<file path="src/rtl/bus_seq_pkg.sv">
// rtl/bus_seq_pkg.sv - shared state encoding and rw constants for the phi2 bus sequencer
package bus_seq_pkg;

  typedef enum logic [2:0] {
    IDLE    = 3'd0,
    RD_REQ  = 3'd1,
    RD_HOLD = 3'd2,
    WR_WAIT = 3'd3,
    WR_REQ  = 3'd4
  } bus_state_e;

  localparam logic RW_READ  = 1'b1;
  localparam logic RW_WRITE = 1'b0;

endpackage

</file>
<file path="src/rtl/phi2_bus_sequencer_if.sv">
// rtl/phi2_bus_sequencer_if.sv - synchronous req/ack memory port between sequencer and memory
interface phi2_bus_sequencer_if #(
  parameter int ADDR_W = 16,
  parameter int DATA_W = 8
);
  logic              mem_req;
  logic              mem_we;
  logic [ADDR_W-1:0] mem_addr;
  logic [DATA_W-1:0] mem_wdata;
  logic              mem_ack;
  logic [DATA_W-1:0] mem_rdata;

  modport master (
    output mem_req, mem_we, mem_addr, mem_wdata,
    input  mem_ack, mem_rdata
  );

  modport slave (
    input  mem_req, mem_we, mem_addr, mem_wdata,
    output mem_ack, mem_rdata
  );
endinterface

</file>
<file path="src/rtl/req_timeout_counter.sv">
// rtl/req_timeout_counter.sv - saturating wait counter flagging a stalled req/ack port
module req_timeout_counter #(
  parameter int CNT_W = 4,
  parameter int LIMIT = 15
) (
  input  logic sys_clock,
  input  logic reset,
  input  logic clear,
  input  logic enable,
  output logic hit
);
  localparam logic [CNT_W-1:0] HIT_AT  = CNT_W'(LIMIT - 1);
  localparam logic [CNT_W-1:0] CNT_MAX = '1;

  logic [CNT_W-1:0] count;

  // hit fires in the LIMIT-th waiting cycle so the owner drops req on that edge
  assign hit = enable && (count == HIT_AT);

  // count waiting cycles, cleared while no request is outstanding
  always_ff @(posedge sys_clock) begin
    if (reset || clear) begin
      count <= '0;
    end else if (enable && (count != CNT_MAX)) begin
      count <= count + 1'b1;
    end
  end
endmodule

</file>
<file path="src/rtl/phi2_bus_sequencer.sv">
// rtl/phi2_bus_sequencer.sv - sequences one CPU bus cycle per phi2 period onto the memory port
module phi2_bus_sequencer
  import bus_seq_pkg::*;
#(
  parameter int ADDR_W  = 16,
  parameter int DATA_W  = 8,
  parameter int TIMEOUT = 15,
  parameter int CNT_W   = 4
) (
  input  logic                  sys_clock,
  input  logic                  reset,
  input  logic                  phi2_rise,
  input  logic                  phi2_fall,
  input  logic                  cpu_rw,
  input  logic [ADDR_W-1:0]     cpu_addr,
  input  logic [DATA_W-1:0]     cpu_wdata,
  output logic [DATA_W-1:0]     cpu_rdata,
  output logic                  rdata_valid,
  phi2_bus_sequencer_if.master  mem,
  input  logic                  err_clear,
  output logic                  late_err,
  output logic                  overlap_err,
  output logic                  timeout_err,
  output logic                  busy
);
  bus_state_e state;
  logic       late_q;
  logic       tmo_hit;
  logic       rise_ok;
  logic       fall_ok;

  // simultaneous edges are illegal, so neither is acted on
  assign rise_ok = phi2_rise & ~phi2_fall;
  assign fall_ok = phi2_fall & ~phi2_rise;
  assign busy    = (state != IDLE);

  req_timeout_counter #(
    .CNT_W (CNT_W),
    .LIMIT (TIMEOUT)
  ) u_tmo (
    .sys_clock (sys_clock),
    .reset     (reset),
    .clear     (~mem.mem_req),
    .enable    (mem.mem_req & ~mem.mem_ack),
    .hit       (tmo_hit)
  );

  // bus cycle FSM; error clears come first so a same-cycle error set overrides them
  always_ff @(posedge sys_clock) begin
    if (reset) begin
      state         <= IDLE;
      late_q        <= 1'b0;
      cpu_rdata     <= '0;
      rdata_valid   <= 1'b0;
      mem.mem_req   <= 1'b0;
      mem.mem_we    <= 1'b0;
      mem.mem_addr  <= '0;
      mem.mem_wdata <= '0;
      late_err      <= 1'b0;
      overlap_err   <= 1'b0;
      timeout_err   <= 1'b0;
    end else begin
      if (err_clear) begin
        late_err    <= 1'b0;
        overlap_err <= 1'b0;
        timeout_err <= 1'b0;
      end
      if (phi2_rise && (phi2_fall || (state != IDLE))) begin
        overlap_err <= 1'b1;
      end
      case (state)
        IDLE: begin
          if (rise_ok) begin
            mem.mem_addr <= cpu_addr;
            if (cpu_rw == RW_READ) begin
              mem.mem_req <= 1'b1;
              mem.mem_we  <= 1'b0;
              state       <= RD_REQ;
            end else begin
              state       <= WR_WAIT;
            end
          end
        end
        RD_REQ: begin
          if (mem.mem_ack) begin
            cpu_rdata   <= mem.mem_rdata;
            mem.mem_req <= 1'b0;
            late_q      <= 1'b0;
            // data arriving on or after phi2_fall is too late for the CPU to use
            if (late_q || fall_ok) begin
              state       <= IDLE;
            end else begin
              rdata_valid <= 1'b1;
              state       <= RD_HOLD;
            end
          end else if (tmo_hit) begin
            mem.mem_req <= 1'b0;
            timeout_err <= 1'b1;
            late_q      <= 1'b0;
            state       <= IDLE;
          end else if (fall_ok && !late_q) begin
            late_q   <= 1'b1;
            late_err <= 1'b1;
          end
        end
        RD_HOLD: begin
          if (fall_ok) begin
            rdata_valid <= 1'b0;
            state       <= IDLE;
          end
        end
        WR_WAIT: begin
          if (fall_ok) begin
            mem.mem_wdata <= cpu_wdata;
            mem.mem_req   <= 1'b1;
            mem.mem_we    <= 1'b1;
            state         <= WR_REQ;
          end
        end
        WR_REQ: begin
          if (mem.mem_ack) begin
            mem.mem_req <= 1'b0;
            mem.mem_we  <= 1'b0;
            state       <= IDLE;
          end else if (tmo_hit) begin
            mem.mem_req <= 1'b0;
            mem.mem_we  <= 1'b0;
            timeout_err <= 1'b1;
            state       <= IDLE;
          end
        end
        default: state <= IDLE;
      endcase
    end
  end
endmodule

</file>
<file path="src/flat_wrapper.sv">
// flat-port wrapper written by rule: the top's interface ports become plain ports
module phi2_bus_sequencer_flat import bus_seq_pkg::*;
#(
  parameter int ADDR_W  = 16,
  parameter int DATA_W  = 8,
  parameter int TIMEOUT = 15,
  parameter int CNT_W   = 4
)
  (sys_clock, reset, phi2_rise, phi2_fall, cpu_rw, cpu_addr, cpu_wdata, cpu_rdata, rdata_valid, err_clear, late_err, overlap_err, timeout_err, busy, mem_mem_req, mem_mem_we, mem_mem_addr, mem_mem_wdata, mem_mem_ack, mem_mem_rdata);
  phi2_bus_sequencer_if #(.ADDR_W(ADDR_W), .DATA_W(DATA_W)) mem_i ();
  input  logic sys_clock;
  input  logic reset;
  input  logic phi2_rise;
  input  logic phi2_fall;
  input  logic cpu_rw;
  input  logic [ADDR_W-1:0] cpu_addr;
  input  logic [DATA_W-1:0] cpu_wdata;
  output logic [DATA_W-1:0] cpu_rdata;
  output logic rdata_valid;
  input  logic err_clear;
  output logic late_err;
  output logic overlap_err;
  output logic timeout_err;
  output logic busy;
  output wire logic [$bits(mem_i.mem_req)-1:0] mem_mem_req;
  output wire logic [$bits(mem_i.mem_we)-1:0] mem_mem_we;
  output wire logic [$bits(mem_i.mem_addr)-1:0] mem_mem_addr;
  output wire logic [$bits(mem_i.mem_wdata)-1:0] mem_mem_wdata;
  input wire logic [$bits(mem_i.mem_ack)-1:0] mem_mem_ack;
  input wire logic [$bits(mem_i.mem_rdata)-1:0] mem_mem_rdata;
  assign mem_mem_req = mem_i.mem_req;
  assign mem_mem_we = mem_i.mem_we;
  assign mem_mem_addr = mem_i.mem_addr;
  assign mem_mem_wdata = mem_i.mem_wdata;
  assign mem_i.mem_ack = mem_mem_ack;
  assign mem_i.mem_rdata = mem_mem_rdata;
  phi2_bus_sequencer #(.ADDR_W(ADDR_W), .DATA_W(DATA_W), .TIMEOUT(TIMEOUT), .CNT_W(CNT_W)) u_core (.sys_clock(sys_clock), .reset(reset), .phi2_rise(phi2_rise), .phi2_fall(phi2_fall), .cpu_rw(cpu_rw), .cpu_addr(cpu_addr), .cpu_wdata(cpu_wdata), .cpu_rdata(cpu_rdata), .rdata_valid(rdata_valid), .mem(mem_i), .err_clear(err_clear), .late_err(late_err), .overlap_err(overlap_err), .timeout_err(timeout_err), .busy(busy));
endmodule
</file>
<file path="config.mk">
export PLATFORM = sky130hd
export DESIGN_NAME = phi2_bus_sequencer_flat
export DESIGN_NICKNAME = d
export VERILOG_FILES = /design/src/rtl/bus_seq_pkg.sv /design/src/rtl/phi2_bus_sequencer_if.sv /design/src/rtl/req_timeout_counter.sv /design/src/rtl/phi2_bus_sequencer.sv /design/src/flat_wrapper.sv
export SDC_FILE = /design/constraint.sdc
export NUM_CORES = 1
export LEC_CHECK = 0
export BUFFER_PORTS_ARGS = -buffer_cell sky130_fd_sc_hd__buf_2
export CAP_MARGIN = 5
export CORE_MARGIN = 2
export CORE_UTILIZATION = 35
export CTS_BUF_LIST = sky130_fd_sc_hd__clkbuf_4 sky130_fd_sc_hd__clkbuf_8 sky130_fd_sc_hd__clkbuf_16
export CTS_CLUSTER_SIZE = 24
export DETAILED_ROUTE_END_ITERATION = 6
export PLACE_DENSITY = 0.71
export SETUP_SLACK_MARGIN = 0.5
export SYNTH_ARGS = -nofsm -noshare
export SYNTH_HDL_FRONTEND = slang
export SYNTH_SLANG_ARGS = --single-unit
</file>
<file path="constraint.sdc">
create_clock -name sys_clock -period 2.6 [get_ports sys_clock]
set_clock_uncertainty 0.1 [all_clocks]
set_input_delay 0.52 -clock sys_clock [delete_from_list [all_inputs] [get_ports sys_clock]]
set_output_delay 0.52 -clock sys_clock [all_outputs]
set_load 0.05 [all_outputs]
</file>
### Yosys cells after proc, flatten, opt, wreduce, memory -nomap -nowiden

Index checks and enable logic that the tools add are counted.

* output and inout bits: 39
* register bits after elaboration: 46

* multiplexer cells: 36
* equal/unequal tests: 14
* add/subtract/negate cells: 1
* bitwise logic cells: 7
* reduce and logical (&&, ||, !) cells: 24

Operator list (number)
* 1-bit 2-to-1 mux: 24
* 3-bit 2-to-1 mux: 6
* 3-bit case mux with 5 select lines: 1
* 3-bit nonzero test: 4
* 5-bit AND reduction: 2
* 2-bit AND reduction: 4
* 3-bit by 2-bit == test with 1-bit output (second input constant): 2
* 2-bit by 1-bit != test with 1-bit output (second input constant): 3
* 2-bit != test (second input constant): 3
* 1-bit case mux with 3 select lines: 2
* 4-bit by 1-bit adder with 4-bit output (second input constant): 1
* 4-bit == test (second input constant): 1
* 1-bit logical AND: 4
* 2-bit 2-to-1 mux: 2
* 4-bit != test (second input constant): 1
* 1-bit inverter: 4
* 4-bit AND reduction: 1
* 2-bit nonzero test: 2
* 1-bit AND: 3
* 3-bit by 1-bit == test with 1-bit output (second input constant): 1
* 3-bit == test (second input constant): 1
* 3-bit logical NOT: 1
* 1-bit logical OR: 3
* 3-bit by 1-bit != test with 1-bit output (second input constant): 1
* other kinds (5): 5

### Depth between registers and ports, before layout

* depth in word-level cells: 7
* gate-level depth with buffers: 7
* depth with buffers taken out: 6

### Modules after synthesis

Synthesis repeated with hierarchy kept, for this count alone.

* cells, all modules: 228
* area total of the unflattened synthesis: 1910.6 um^2

Modules (own cells, without submodules)
* phi2_bus_sequencer: cells an instance 206, seq. area each 840.8 um^2, area an instance 1694.1 um^2, instances 1
* req_timeout_counter: cells an instance 22, seq. area each 80.1 um^2, area an instance 216.5 um^2, instances 1

### Least setup slack after synthesis

No wires, ideal clock.

* path type: register -> register
* from: reg u_core.state[0]
* to: reg u_core.mem.mem_addr[10]
* library setup time: 0.141 ns
* arrival: 1.445 ns
* period minus slack after synthesis: 1.685 ns
* cell stages (with the launch flop): 8
* setup slack: 0.915 ns
* path buffers: 3
* path through: dfxtp_1 buf_6 or3_4 nand2b_4 buf_6 buf_12 nand2_2 a21oi_2

* longest elaborated chain between the ends: 2

RTL lines
* from (decl): RTL line phi2_bus_sequencer.sv:26 `bus_state_e state;`
* from (signal assigned): RTL line phi2_bus_sequencer.sv:51 `state <= IDLE;`
* from (signal assigned): RTL line phi2_bus_sequencer.sv:78 `state <= RD_REQ;`
* from (signal assigned): RTL line phi2_bus_sequencer.sv:80 `state <= WR_WAIT;`
* 3-bit logical NOT: RTL line phi2_bus_sequencer.sv:71 `case (state)`
* 2-bit AND reduction (no source line)
* to (signal assigned): RTL line phi2_bus_sequencer.sv:74 `mem.mem_addr <= cpu_addr;`
* to (decl): RTL line phi2_bus_sequencer_if.sv:14 `output mem_req, mem_we, mem_addr, mem_wdata,`

Every way passes these cells.
A chain may end at the register's enable or synchronous reset.

### Final worst setup path

* from: reg u_core.state[0]
* to: out busy

* longest elaborated chain between the ends: 1

RTL lines
* 3-bit nonzero test: RTL line phi2_bus_sequencer.sv:35 `assign busy = (state != IDLE);`
* to (decl): RTL line flat_wrapper.sv:24 `output logic busy;`

Every way passes these cells.

==> flow_metrics.py <==
metrics = {
    "global_route": {
        "grtUsageTotal_pct": 14.19,
        "grt_first_pass_wirelength_um": 7058,
        "grt_most_used_layer": "met2",
        "antenna_found_initial": 0,
        "grt_overflow_total": 0,
        "grt_max_degree": 19,
        "use_met2_pct": 23.22,
        "grt_use_met3_pct": 3.636,
        "globalRouteMet1Util_pct": 17.37,
        "grt_pass1_vias": 1599,
    },
    "worst_setup_path": {
        "required_ps": 1980,
        "path_max_fanout": 9,
        "r2r-end": "u_core.mem.mem_we$_SDFFE_PP0P_",
        "cp.arrival_ps": 1380,
        "path_class": "reg2out",
        "reg2reg_slack_ps": 940,
        "endpoint_kind": "primary output",
        "rr_startpoint": "u_core.u_tmo.count[0]$_SDFFE_PP0P_",
        "r2r_cells": 6,
        "crit_path_start_kind": "flop",
    },
    "timing": {
        "rsz0062_at_grt": "no",
        "setup_slack_ps": 597.9,
        "fin_crit_sh_pct": 77.00,
        "timing.fmax_ghz": 0.4995,
        "hold_ws_ps": 353.4,
        "final-hold-violation-count": 0,
        "worstMarginPinSlew_ps": 402.6,
        "setup_tns_ps": 0,
        "finalCriticalPeriod_ps": 2002,
        "setup_viol": 0,
        "slew-limit-headroom_pct": 73.11,
        "final_max_slew_viol_count": 0,
    },
    "clock_network": {
        "cts_made_buffers": 5,
        "htreeDepth": 2,
        "cts_buffer_depth": 2,
        "clock_sinks": 46,
        "clock_latency_ps": 290,
        "clk_pin_slew_worst_paths_ps": 80,
        "cts_tree": "done",
        "clockRootBuffer": "clkbuf_8",
    },
    "run": {
        "drv_cap": 0,
    },
    "synth": {
        "syn_nets": 252,
        "ys.flop_type": "dfxtp_1",
        "yosysTopAreaCellShare_pct": 46.55,
        "syn-cell-area_um2": 1978,
        "ys_ff_latch": 46,
        "synth-edff-count": 0,
        "post-synth-top-count-cell": "dfxtp_1",
        "synth_area_leaders": "dfxtp_1 47%, mux2i_1 8.1%, nor2_1 5.1%",
        "synth-warning-count": 0,
        "synth_largest_area_cell": "dfxtp_1",
        "syn_inst": 211,
        "seq_area_frac_synth_pct": 46.55,
        "synth.avg_cell_area_um2": 9.375,
        "synthTopCellsByCount": "46 x dfxtp_1, 27 x nor2_1, 24 x nand2_1",
        "synth.distinct_cells": 41,
        "synthArstFlopShare_pct": 0,
    },
    "die": {
        "core_area_um2": 5473,
        "die_w_um": 79.18,
        "rows": 27,
        "start_util_pct": 36.15,
        "pin_count": 78,
        "fp.dieH_um": 79.18,
        "die_area_um2": 6269,
    },
    "finish": {
        "final-seq-area_um2": 922.1,
        "multi_input_area_um2": 940.9,
        "n_antenna_cell": 0,
        "layout-drive-gt1-share_pct": 40.56,
        "fill_cells": 545,
        "area_growth_pct": 26.38,
        "fin_util_pct": 45.68,
        "finalInstanceArea_um2": 2500,
        "nNetsFinal": 327,
    },
    "placement": {
        "place_area_um2": 2386,
        "io_buffers": 77,
        "gp_congestion": 0.8539,
        "place_ws_ps": 784.2,
        "dp.final_hpwl_um": 3072,
    },
    "min_path": {
        "holdPathStages": 3,
        "worstHoldEndpoint": "u_core.mem.mem_addr[4]$_SDFFE_PP0P_",
        "hold_path_class": "in2reg",
        "min_from": "cpu_addr[4]",
    },
    "pwr": {
        "power.leakage_nw": 1.068,
        "power_density_nw_per_um2": 620.4,
        "ir_worst_vdd_v": 0.0002297,
    },
    "detailed_routing": {
        "drt-wirelength-per-cell_um": 11.66,
        "viasPerCell": 4.631,
        "drc": 0,
        "via_count": 1658,
        "drtIter0Drc": 73,
        "dr.pass1.iters": 4,
        "drt-total-wl_um": 4173,
        "ant_nets": 0,
    },
    "status": {
        "status": "finished, final reports clean",
    },
}
[report_power, final]
part	switching [mW]	internal, mW
Combinational	0.177	0.0854
Clock	0.229	0.307
Sequential	0.0215	0.730
Total	0.428	1.12
[cells by family (layout without fill, tap and decap cells)]
| kind of cell | after synthesis | count (layout) | share of synthesized area, % |
|---|---|---|---|
| fa+ha+maj | 2 | 2 | 1.265 |
| compound gates | 38 | 38 | 13.79 |
| buf+inv | 18 | 93 | 6.515 |
| flops | 46 | 46 | 46.55 |
| mux | 16 | 16 | 8.096 |
| xor+xnor | 4 | 4 | 1.771 |
| simple gates | 87 | 87 | 22.01 |
[cell usage in the layout, fill, tap and decap left out, drive strengths merged, types with 2 or more instances in the layout]
master and n:
mux2i 16, a31oi 2, nor2b 3, a32oi 3, nand2 36, nand3 4
clkbuf 6, a21oi 20, buf 81, ha 2, dfxtp 46, a211o 2
nand2b 4, nor3 5, inv 5, o21ai 4, xnor2 3, nor2 27
[stage by stage]
step | std cells | total power, mW
6_report | 358 | 1.551
5_1_grt | 358 | 1.626
4_1_cts | 358 | 1.575
3_5_place_dp | 351 | 1.033
3_3_place_gp | 351 | 1.030
2_1_floorplan | 211 | 0.9710
[worst max path at each step]
stage / slack, ps / start / end / depth (start not counted)
CTS: 530 / u_core.state[2]$_SDFFE_PP0P_ / busy / 2
finish: 600 / u_core.state[0]$_SDFFE_PP0P_ / busy / 2
floorplan: 910 / u_core.state[0]$_SDFFE_PP0P_ / u_core.mem.mem_addr[10]$_SDFFE_PP0P_ / 7
detailed placement: 780 / phi2_rise / u_core.mem.mem_req$_SDFFE_PP0P_ / 5
global route: 540 / u_core.state[0]$_SDFFE_PP0P_ / busy / 2
global placement: 820 / phi2_fall / u_core.mem.mem_addr[10]$_SDFFE_PP0P_ / 5
[sequential cells by signal, indices dropped and copies added, names as in the netlist]
register	cells
u_core.u_tmo.count	4
u_core.mem.mem_we	1
u_core.mem.mem_addr	16
u_core.mem.mem_wdata	8
u_core.rdata_valid	1
u_core.timeout_err	1
u_core.overlap_err	1
u_core.late_q	1
u_core.state	3
u_core.mem.mem_req	1
u_core.cpu_rdata	8
u_core.late_err	1
[per-layer routing]
metal | vias to the layer above | wire length, um
met5 | - | 0
met4 | 0 | 77
met3 | 6 | 287
li1 | 862 | -
met2 | 62 | 1986
met1 | 728 | 1822
[what timing repair did]
| action | 4_1_cts | 5_1_grt |
|---|---|---|
| endpoints found under the setup margin | 0 | 1 |
| gates resized for setup | 0 | 1 |
| hold buffers | 0 | 0 |
| setup buffers | 0 | 0 |
[cell type report]
cell class              count  area share, %
multi-input cells         147          37.64
flip-flops and latches     46          36.89
repair buffers             81          16.62
clock buffers               6          3.303
clock inverters             1          1.201
well taps                  72          3.604
inverters                   5         0.7508
[worst max-delay path: stages (launching register included)]
cell,delay (ps)
dfxtp_1,400
or3_4,450
buf_2,230
No activity file was read; power rests on OpenSTA's default activity.
